[src/rtl/fp_addsub_arbiter.sv]
// fp_addsub_arbiter: round-robin arbiter sharing one fixed-latency pipelined FP add/sub unit
//
// Requesters present operands with valid/ready.
// One grant is made per cycle, and the granted operands are driven straight to the unit.
// A tag pipe, as long as the unit latency, remembers who issued each op.
// The unit output is registered and returned with that requester ID.
// Per-requester credit counters cap the number of ops in flight.
//
// Ports:
//   i_clk, i_rst       clock, synchronous active-high reset (also resets the shared unit)
//   i_req_valid        per-requester request valid
//   o_req_ready        per-requester grant, one-hot or zero
//   i_req_a/i_req_b    packed operands, slice i belongs to requester i
//   i_req_op           per-requester operation, 0 = add, 1 = subtract
//   o_fpu_a/b/op       operands and operation to the shared unit (zero when idle)
//   i_fpu_result/flags unit outputs, valid LATENCY cycles after issue
//   o_resp_valid       one-cycle response strobe
//   o_resp_id          ID of the requester that the response belongs to
//   o_resp_result      registered unit result
//   o_resp_flags       registered unit flags
//   o_busy             any op in flight or a response being presented
//
// Configuration macro: FPAS_ARB_PRIORITY_EN
//   When defined, requester 0 wins whenever eligible and does not move the pointer.
//   Requesters 1..NUM_REQ-1 share round-robin among themselves.
module fp_addsub_arbiter #(
    parameter int NUM_REQ = 4,
    parameter int DWIDTH  = 16,
    parameter int LATENCY = 9,
    parameter int MAX_OUT = 4
) (
    input  logic                         i_clk,
    input  logic                         i_rst,
    input  logic [NUM_REQ-1:0]           i_req_valid,
    output logic [NUM_REQ-1:0]           o_req_ready,
    input  logic [NUM_REQ*DWIDTH-1:0]    i_req_a,
    input  logic [NUM_REQ*DWIDTH-1:0]    i_req_b,
    input  logic [NUM_REQ-1:0]           i_req_op,
    output logic [DWIDTH-1:0]            o_fpu_a,
    output logic [DWIDTH-1:0]            o_fpu_b,
    output logic                         o_fpu_op,
    input  logic [DWIDTH-1:0]            i_fpu_result,
    input  logic [4:0]                   i_fpu_flags,
    output logic                         o_resp_valid,
    output logic [$clog2(NUM_REQ)-1:0]   o_resp_id,
    output logic [DWIDTH-1:0]            o_resp_result,
    output logic [4:0]                   o_resp_flags,
    output logic                         o_busy
);
    localparam int IDW = $clog2(NUM_REQ);
    localparam int CW  = $clog2(MAX_OUT + 1);

    logic [NUM_REQ-1:0] w_elig;
    logic [NUM_REQ-1:0] w_rr_elig;
    logic               w_gnt_any;
    logic [IDW-1:0]     w_gnt_id;
    logic               w_move;
    logic [IDW-1:0]     r_ptr;
    logic [LATENCY-1:0] r_tag_v;
    logic [IDW-1:0]     r_tag_id [LATENCY];
    logic               r_resp_valid;
    logic [IDW-1:0]     r_resp_id;
    logic [DWIDTH-1:0]  r_resp_result;
    logic [4:0]         r_resp_flags;

`ifdef FPAS_ARB_PRIORITY_EN
    assign w_rr_elig = w_elig & ~NUM_REQ'(1);
    assign w_move    = w_gnt_any && !w_elig[0];
`else
    assign w_rr_elig = w_elig;
    assign w_move    = w_gnt_any;
`endif

    // Scan from farthest to nearest so the last hit is the first eligible index after r_ptr.
    always_comb begin
        w_gnt_any = 1'b0;
        w_gnt_id  = '0;
        for (int k = NUM_REQ; k >= 1; k--) begin
            if (w_rr_elig[IDW'((int'(r_ptr) + k) % NUM_REQ)]) begin
                w_gnt_any = 1'b1;
                w_gnt_id  = IDW'((int'(r_ptr) + k) % NUM_REQ);
            end
        end
`ifdef FPAS_ARB_PRIORITY_EN
        if (w_elig[0]) begin
            w_gnt_any = 1'b1;
            w_gnt_id  = '0;
        end
`endif
    end

    assign o_req_ready = w_gnt_any ? NUM_REQ'(1) << w_gnt_id : '0;
    assign o_fpu_a     = w_gnt_any ? i_req_a[w_gnt_id*DWIDTH +: DWIDTH] : '0;
    assign o_fpu_b     = w_gnt_any ? i_req_b[w_gnt_id*DWIDTH +: DWIDTH] : '0;
    assign o_fpu_op    = w_gnt_any && i_req_op[w_gnt_id];

    for (genvar g = 0; g < NUM_REQ; g++) begin : g_credit
        logic [CW-1:0] r_cnt;
        logic          w_inc;
        logic          w_dec;
        assign w_inc     = w_gnt_any && (w_gnt_id == IDW'(g));
        assign w_dec     = r_tag_v[LATENCY-1] && (r_tag_id[LATENCY-1] == IDW'(g));
        assign w_elig[g] = i_req_valid[g] && (r_cnt < CW'(MAX_OUT));
        always_ff @(posedge i_clk) begin
            if (i_rst)
                r_cnt <= '0;
            else
                r_cnt <= r_cnt + CW'(w_inc) - CW'(w_dec);
        end
        always_ff @(posedge i_clk) begin
            if (!i_rst) begin
                assert (!(w_inc && !w_dec && r_cnt >= CW'(MAX_OUT)))
                    else $error("credit overflow on requester %0d", g);
                assert (!(w_dec && !w_inc && r_cnt == '0))
                    else $error("credit underflow on requester %0d", g);
            end
        end
    end

    always_ff @(posedge i_clk) begin
        if (i_rst) begin
            r_ptr         <= IDW'(NUM_REQ - 1);
            r_tag_v       <= '0;
            r_resp_valid  <= 1'b0;
            r_resp_id     <= '0;
            r_resp_result <= '0;
            r_resp_flags  <= '0;
        end else begin
            r_tag_v      <= {r_tag_v[LATENCY-2:0], w_gnt_any};
            r_resp_valid <= r_tag_v[LATENCY-1];
            if (w_move)
                r_ptr <= w_gnt_id;
            // Unit output is only meaningful under a valid tag; otherwise hold the last response.
            if (r_tag_v[LATENCY-1]) begin
                r_resp_id     <= r_tag_id[LATENCY-1];
                r_resp_result <= i_fpu_result;
                r_resp_flags  <= i_fpu_flags;
            end
        end
    end

    // IDs need no reset: they are qualified by r_tag_v.
    always_ff @(posedge i_clk) begin
        r_tag_id[0] <= w_gnt_id;
        for (int j = 1; j < LATENCY; j++)
            r_tag_id[j] <= r_tag_id[j-1];
    end

    assign o_resp_valid  = r_resp_valid;
    assign o_resp_id     = r_resp_id;
    assign o_resp_result = r_resp_result;
    assign o_resp_flags  = r_resp_flags;
    assign o_busy        = (|r_tag_v) | r_resp_valid;
endmodule
[config.mk]
export PLATFORM = sky130hd
export DESIGN_NAME = fp_addsub_arbiter
export DESIGN_NICKNAME = d
export VERILOG_FILES = /design/src/rtl/fp_addsub_arbiter.sv
export SDC_FILE = /design/constraint.sdc
export NUM_CORES = 1
export LEC_CHECK = 0
export ABC_AREA = 1
export BUFFER_PORTS_ARGS = -buffer_cell sky130_fd_sc_hd__buf_2
export CAP_MARGIN = 40
export CORE_UTILIZATION = 41
export CTS_BUF_LIST = sky130_fd_sc_hd__clkbuf_8
export DETAILED_ROUTE_END_ITERATION = 8
export PLACE_DENSITY = 0.76
export SLEW_MARGIN = 25
export SYNTH_ARGS = -nofsm -noshare
export SYNTH_HDL_FRONTEND = slang
export SYNTH_SLANG_ARGS = --single-unit
[constraint.sdc]
create_clock -name i_clk -period 3.25 [get_ports i_clk]
set_input_delay 0.975 -clock i_clk [delete_from_list [all_inputs] [get_ports i_clk]]
set_output_delay 0.975 -clock i_clk [all_outputs]
set_load 0.02 [all_outputs]
==> impl_metrics.json, run 1 <==
{
  "antenna_found_initial": 0,
  "layout_setup_ws_ns": -0.2166,
  "skew_ns": 0.006325,
  "num_rows": 35,
  "ys_types": 31,
  "cp.arrival_ns": 2.49,
  "cts_buffer_depth": 2,
  "start_util": 0.4201,
  "wirelength_um": 12920,
  "yosys.area_share.simple": 0.2963,
  "cts.sink_count": 65,
  "num_vias": 4652,
  "vias_per_cell": 4.928,
  "hold_violations": 0,
  "hold_ws_ns": 0.3264,
  "drv_cap": 0,
  "die_height_um": 99.08,
  "status": "finished, violations left",
  "maxSlewHeadroom": 0.5606,
  "yosysWarnings": 0,
  "worstSetupPathType": "input port to output pin",
  "ys_seq_area_frac": 0.3368,
  "overflow": 0,
  "drt-pass1-iter-count": 4,
  "syn2layout_area_growth_pct": 68.36,
  "routedWlPerCell_um": 13.69,
  "synth-adder-area-share": 0.04663,
  "hpwlAfterDp_um": 8421,
  "dieArea_mm2": 0.009816,
  "ys.flop_type": "dfxtp_1",
  "coreArea_mm2": 0.009196,
  "grt_start_max_net_pins": 29,
  "grt_pass1_vias": 4299,
  "pre_cts_ws_ns": -0.2481,
  "drive_gt1_frac": 0.4778,
  "grt_use_total": 0.2356,
  "critPathCaptureType": "output pin",
  "cp-startpoint": "i_req_valid[1]",
  "r2r-start": "r_ptr[0]$_SDFFE_PP1P_",
  "syn_area_mm2": 0.003864,
  "cts_tree": "built",
  "numCtsBuffers": 9,
  "fmax_ghz": 0.2885,
  "synth_top_family_by_area": "simple AND/OR/NAND/NOR gates",
  "grt_pass1_wl_um": 18910,
  "h-tree-depth": 3,
  "drc_errors": 0,
  "drtIter0Drc": 209,
  "setup_viol": 37,
  "portBuffers": 220,
  "worstPathMaxFanout": 6,
  "r2r_end": "g_credit[1].r_cnt[2]$_SDFF_PP0_",
  "r2r_cells": 18,
  "diodes": 0,
  "rsz0062_at_grt": "yes",
  "fin_crit_sh": 1.067,
  "avgSynthCellArea_um2": 6.549,
  "nNetsFinal": 999,
  "violations": "setup timing",
  "die_w_um": 99.08,
  "netlist_instances": 590,
  "synth_fp_nets": 761,
  "endpoint": "o_fpu_a[5]",
  "hold_class": "flop to flop",
  "antenna_left": 0,
  "synth_xor_area_frac": 0.01328,
  "worst_pin_slew_ns": 0.6584,
  "slew_viol_final": 0,
  "startpoint_type": "input port",
  "cts.clk_slew.worst_paths_ns": 0.07,
  "post-route-min-period_ns": 3.467,
  "r2r_slack_ns": 0.15,
  "io_pins": 221,
  "synth.area.mux_share": 0,
  "cts_root_buf": "clkbuf_8",
  "yosys_register_bits": 65,
  "synth_edf_count": 0,
  "clk_latency_ns": 0.33,
  "async_reset_ff_frac": 0,
  "synth_compound_area_frac": 0.1328,
  "cp.required_ns": 2.27,
  "globalplace.congestion": 0.8597
}
==> cell usage after synthesis, types with 15 or more instances <==
cell	count	area (µm²)
o21ai_0	24	120.1
nand3b_1	18	135.1
nand3_1	64	320.3
nand2_1	88	330.3
o211ai_1	15	112.6
nor2_1	70	262.8
clkbuf_1	20	75.07
o21ai_1	16	80.08
dfxtp_1	65	1301
a21oi_1	37	185.2
inv_1	122	457.9
==> cell families (layout without fill, tap and decap cells) <==
kind of cell / Yosys count / count (layout)
AOI/OAI and AO/OA: 94 / 94
xor gates and xnor gates: 5 / 5
adders and majority gates: 12 / 12
buffers and inverters: 161 / 402
DFF: 65 / 65
and+or+nand+nor: 253 / 255
==> through the flow <==
step	util	TNS, ns	instance area [µm²]	std cells
after floorplan	-	-0.1824	4019	590
after global placement	0.5792	-5.061	5326	914
after detailed placement	0.5792	-7.235	5326	914
after CTS	0.6453	-3.688	5934	937
after global routing	0.7073	-9.839	6505	944
final	0.7073	-6.034	6505	944
==> registers in the layout, indices dropped and copies added (netlist names) <==
register and count:
g_credit.r_cnt 12, o_resp_flags 5, o_resp_id 2, o_resp_result 16, o_resp_valid 1, r_ptr 2, r_tag_id 18, r_tag_v 9
==> timing repair <==
action                     CTS  global route
setup endpoints to repair   37            40
gates cloned                 4             6
hold buffers                 0             0
buffers inserted             3             1
resized for setup           80           107
pin swaps                   11            19
==> worst max-delay path, cell delays in order <==
cell and delay, ns:
buf_8 0.08, nand2_4 0.06, o21ai_4 0.18, nand2_1 0.10, nand2_2 0.10, nand2_4 0.07, nand3_4 0.16, nand2_8 0.13
buf_6 0.16, nand2_1 0.05, nand3_1 0.08, a21oi_2 0.16, buf_4 0.17
==> cell type report <==
cell class	instances	area (µm²)
clock buffer	9	123.9
clock inverter	7	93.84
fill	679	2691
inverter	127	484.2
multi-input combinational	366	2499
sequential	65	1305
tap	111	138.9
timing repair buffer	259	1861
==> worst min-delay path by stage <==
stage                                       from                       to  slack [ns]  depth (start not counted)
final                     r_tag_id[0][8]$_DFF_P_  r_tag_id[0][10]$_DFF_P_        0.33                          0
after global routing      r_tag_id[0][4]$_DFF_P_   r_tag_id[0][6]$_DFF_P_        0.34                          0
after CTS                 r_tag_id[0][7]$_DFF_P_   r_tag_id[0][9]$_DFF_P_        0.33                          0
after detailed placement  r_tag_id[0][7]$_DFF_P_   r_tag_id[0][9]$_DFF_P_        0.31                          0
after global placement    r_tag_id[0][4]$_DFF_P_   r_tag_id[0][6]$_DFF_P_        0.31                          0
after floorplan           r_tag_id[0][8]$_DFF_P_  r_tag_id[0][10]$_DFF_P_        0.31                          0
==> placed cells by master (no fill, tap or decap), types with 2 or more instances in the layout <==
cell type,n
buf_2,181
inv_1,117
nor2_1,67
dfxtp_1,64
nand2_1,58
buf_6,41
nand3_1,33
nand3_2,26
a21oi_2,24
o21ai_0,22
buf_4,22
nand2_2,19
nand3b_1,18
o21ai_1,16
o211ai_1,15
nand2_4,14
a21oi_1,12
clkbuf_8,9
inv_2,7
nand3_4,6
buf_12,5
nor2_4,4
fa_2,4
ha_1,4
clkbuf_16,4
xor2_2,3
nand2_8,3
ha_4,3
buf_16,3
buf_8,3
nand4_1,2
inv_6,2
nor4_1,2
xor2_1,2
clkinvlp_4,2
clkinv_2,2
bufinv_16,2
==> layer usage <==
layer	share of wire	vias up	track usage	wire, µm
met5	0	-	0	0
met4	0.035	0	0.09502	454
met3	0.056	36	0.04326	724
met2	0.52	196	0.4352	6654
met1	0.39	2106	0.2665	5085
li1	-	2314	-	-
Power of run 1 is not shown: default switching activity piles up to over one toggle a cycle in this logic, so the estimate is an artifact.
==> inputs of run 2 (changes only) <==
--- a/config.mk
+++ b/config.mk
@@ -12,6 +12,7 @@
 export CTS_BUF_LIST = sky130_fd_sc_hd__clkbuf_8
 export DETAILED_ROUTE_END_ITERATION = 8
 export PLACE_DENSITY = 0.76
+export RECOVER_POWER = 50
 export SLEW_MARGIN = 25
 export SYNTH_ARGS = -nofsm -noshare
 export SYNTH_HDL_FRONTEND = slang
==> impl_metrics.json, run 2 (same netlist as run 1, synthesis figures left out) <==
{
  "status": "finished, violations left",
  "violations": "setup timing",
  "crit_chain": "buf_8, nand2_4, o21ai_4, nand2_1, nand2_2, nand2_4, nand3_4, nand2_8, buf_6, nand2_1, nand3_1, a21oi_2, buf_4",
  "io_pins": 221,
  "num_rows": 35,
  "die_w_um": 99.08,
  "overflow": 0,
  "largest_register_ffs": 18,
  "drt-pass1-iter-count": 5,
  "hpwlAfterDp_um": 8421,
  "startpoint_type": "input port",
  "cts_root_buf": "clkbuf_8",
  "cpMaxStageDelayCell": "o21ai_4",
  "ff_latch_area_mm2": 0.001305,
  "cts.clk_slew.worst_paths_ns": 0.07,
  "drv_cap": 0,
  "fmax_ghz": 0.2885,
  "slew_viol_final": 0,
  "setup_viol": 37,
  "multiInputGateArea_mm2": 0.002499,
  "vias_per_cell": 4.933,
  "cp.arrival_ns": 2.49,
  "path_delay_family": "simple AND/OR/NAND/NOR gates",
  "cpPeakStageDelay_ns": 0.18,
  "cts_tree": "built",
  "drtIter0Drc": 207,
  "hold_class": "flop to flop",
  "start_util": 0.4201,
  "nNetsFinal": 999,
  "antenna_left": 0,
  "grt_use_total": 0.2356,
  "cts_buffer_depth": 2,
  "pre_cts_ws_ns": -0.2481,
  "r2r_slack_ns": 0.14,
  "num_vias": 4657,
  "routedWlPerCell_um": 13.69,
  "holdBufCountCts": 0,
  "path_buf_inv": 3,
  "diodes": 0,
  "coreArea_mm2": 0.009196,
  "post-route-min-period_ns": 3.466,
  "fin_crit_sh": 1.066,
  "drc_errors": 0,
  "layout_setup_ws_ns": -0.2159,
  "cts.sink_count": 65,
  "clk_latency_ns": 0.33,
  "drive_gt1_frac": 0.4730,
  "cp.required_ns": 2.27,
  "die_height_um": 99.08,
  "syn2layout_area_growth_pct": 68.23,
  "fillers": 682,
  "worstSetupPathType": "input port to output pin",
  "portBuffers": 220,
  "grt_pass1_wl_um": 18910,
  "globalplace.congestion": 0.8597,
  "layout.cells.most_common_list": "177 x buf_2, 117 x inv_1, 67 x nor2_1",
  "critPathCaptureType": "output pin",
  "grt_pass1_vias": 4299,
  "hold_violations": 0,
  "worst_pin_slew_ns": 1.019,
  "wirelength_um": 12920,
  "antenna_found_initial": 0,
  "maxSlewHeadroom": 0.3208,
  "worstPathMaxFanout": 6,
  "numCtsBuffers": 9,
  "h-tree-depth": 3,
  "grt_start_max_net_pins": 29,
  "dieArea_mm2": 0.009816,
  "skew_ns": 0.006325,
  "regMostFlops": "r_tag_id",
  "rsz0062_at_grt": "yes",
  "final_common_cell": "buf_2"
}
-- run 2: area by class of cell --
class | count | share of cell area
inverter | 127 | 0.07449
clock buffer | 9 | 0.01906
sequential | 65 | 0.2008
timing repair buffer | 259 | 0.2855
clock inverter | 7 | 0.01444
tap | 111 | 0.02137
multi-input combinational | 366 | 0.3844
-- run 2: through the flow --
stage	hold WS, ns	utilization	cell area (µm²)	setup TNS (ns)	instances
floorplan	0.3096	-	4019	-0.1824	590
detailed placement	0.3121	0.5792	5326	-7.235	914
CTS	0.3301	0.6453	5934	-3.688	937
global placement	0.3106	0.5792	5326	-5.061	914
global route	0.3396	0.7068	6500	-9.860	944
finish	0.3264	0.7068	6500	-6.023	944
-- run 2: worst paths after layout --
check                         startpoint                              end  depth (start not counted)
setup / recovery          i_req_valid[1]                       o_fpu_a[5]                         13
hold / removal    r_tag_id[0][8]$_DFF_P_          r_tag_id[0][10]$_DFF_P_                          0
setup reg to reg   r_ptr[0]$_SDFFE_PP1P_  g_credit[1].r_cnt[2]$_SDFF_PP0_                         18
hold reg to reg   r_tag_id[0][8]$_DFF_P_          r_tag_id[0][10]$_DFF_P_                          0
-- run 2: worst register-to-register path: stages (launching register included) --
cell	delay, ns
dfxtp_4	0.47
xor2_2	0.26
inv_2	0.09
nand2_2	0.10
nand2_2	0.08
nand2_4	0.10
nand2_4	0.07
nand2_8	0.12
nand2_8	0.11
buf_12	0.16
nor2_4	0.10
buf_4	0.12
inv_1	0.04
ha_1	0.27
inv_1	0.04
ha_2	0.17
fa_2	0.35
or2_4	0.23
a21oi_1	0.14
-- run 2: per-layer routing --
metal  wire, µm  global-route usage  up-vias  part of all wire
met5          0                   0        -                 0
met4        451             0.09502        0             0.035
met3        745             0.04326       36             0.058
met2       6651              0.4352      205              0.51
met1       5075              0.2665     2102              0.39
li1           -                   -     2314                 -
-- run 2: what timing repair did --
item | in CTS | in global routing
pin swaps | 11 | 19
gates resized for setup | 80 | 107
cloned | 4 | 6
setup endpoints to repair | 37 | 40
setup buffers | 3 | 1
Power of run 2 is left out for the same reason.
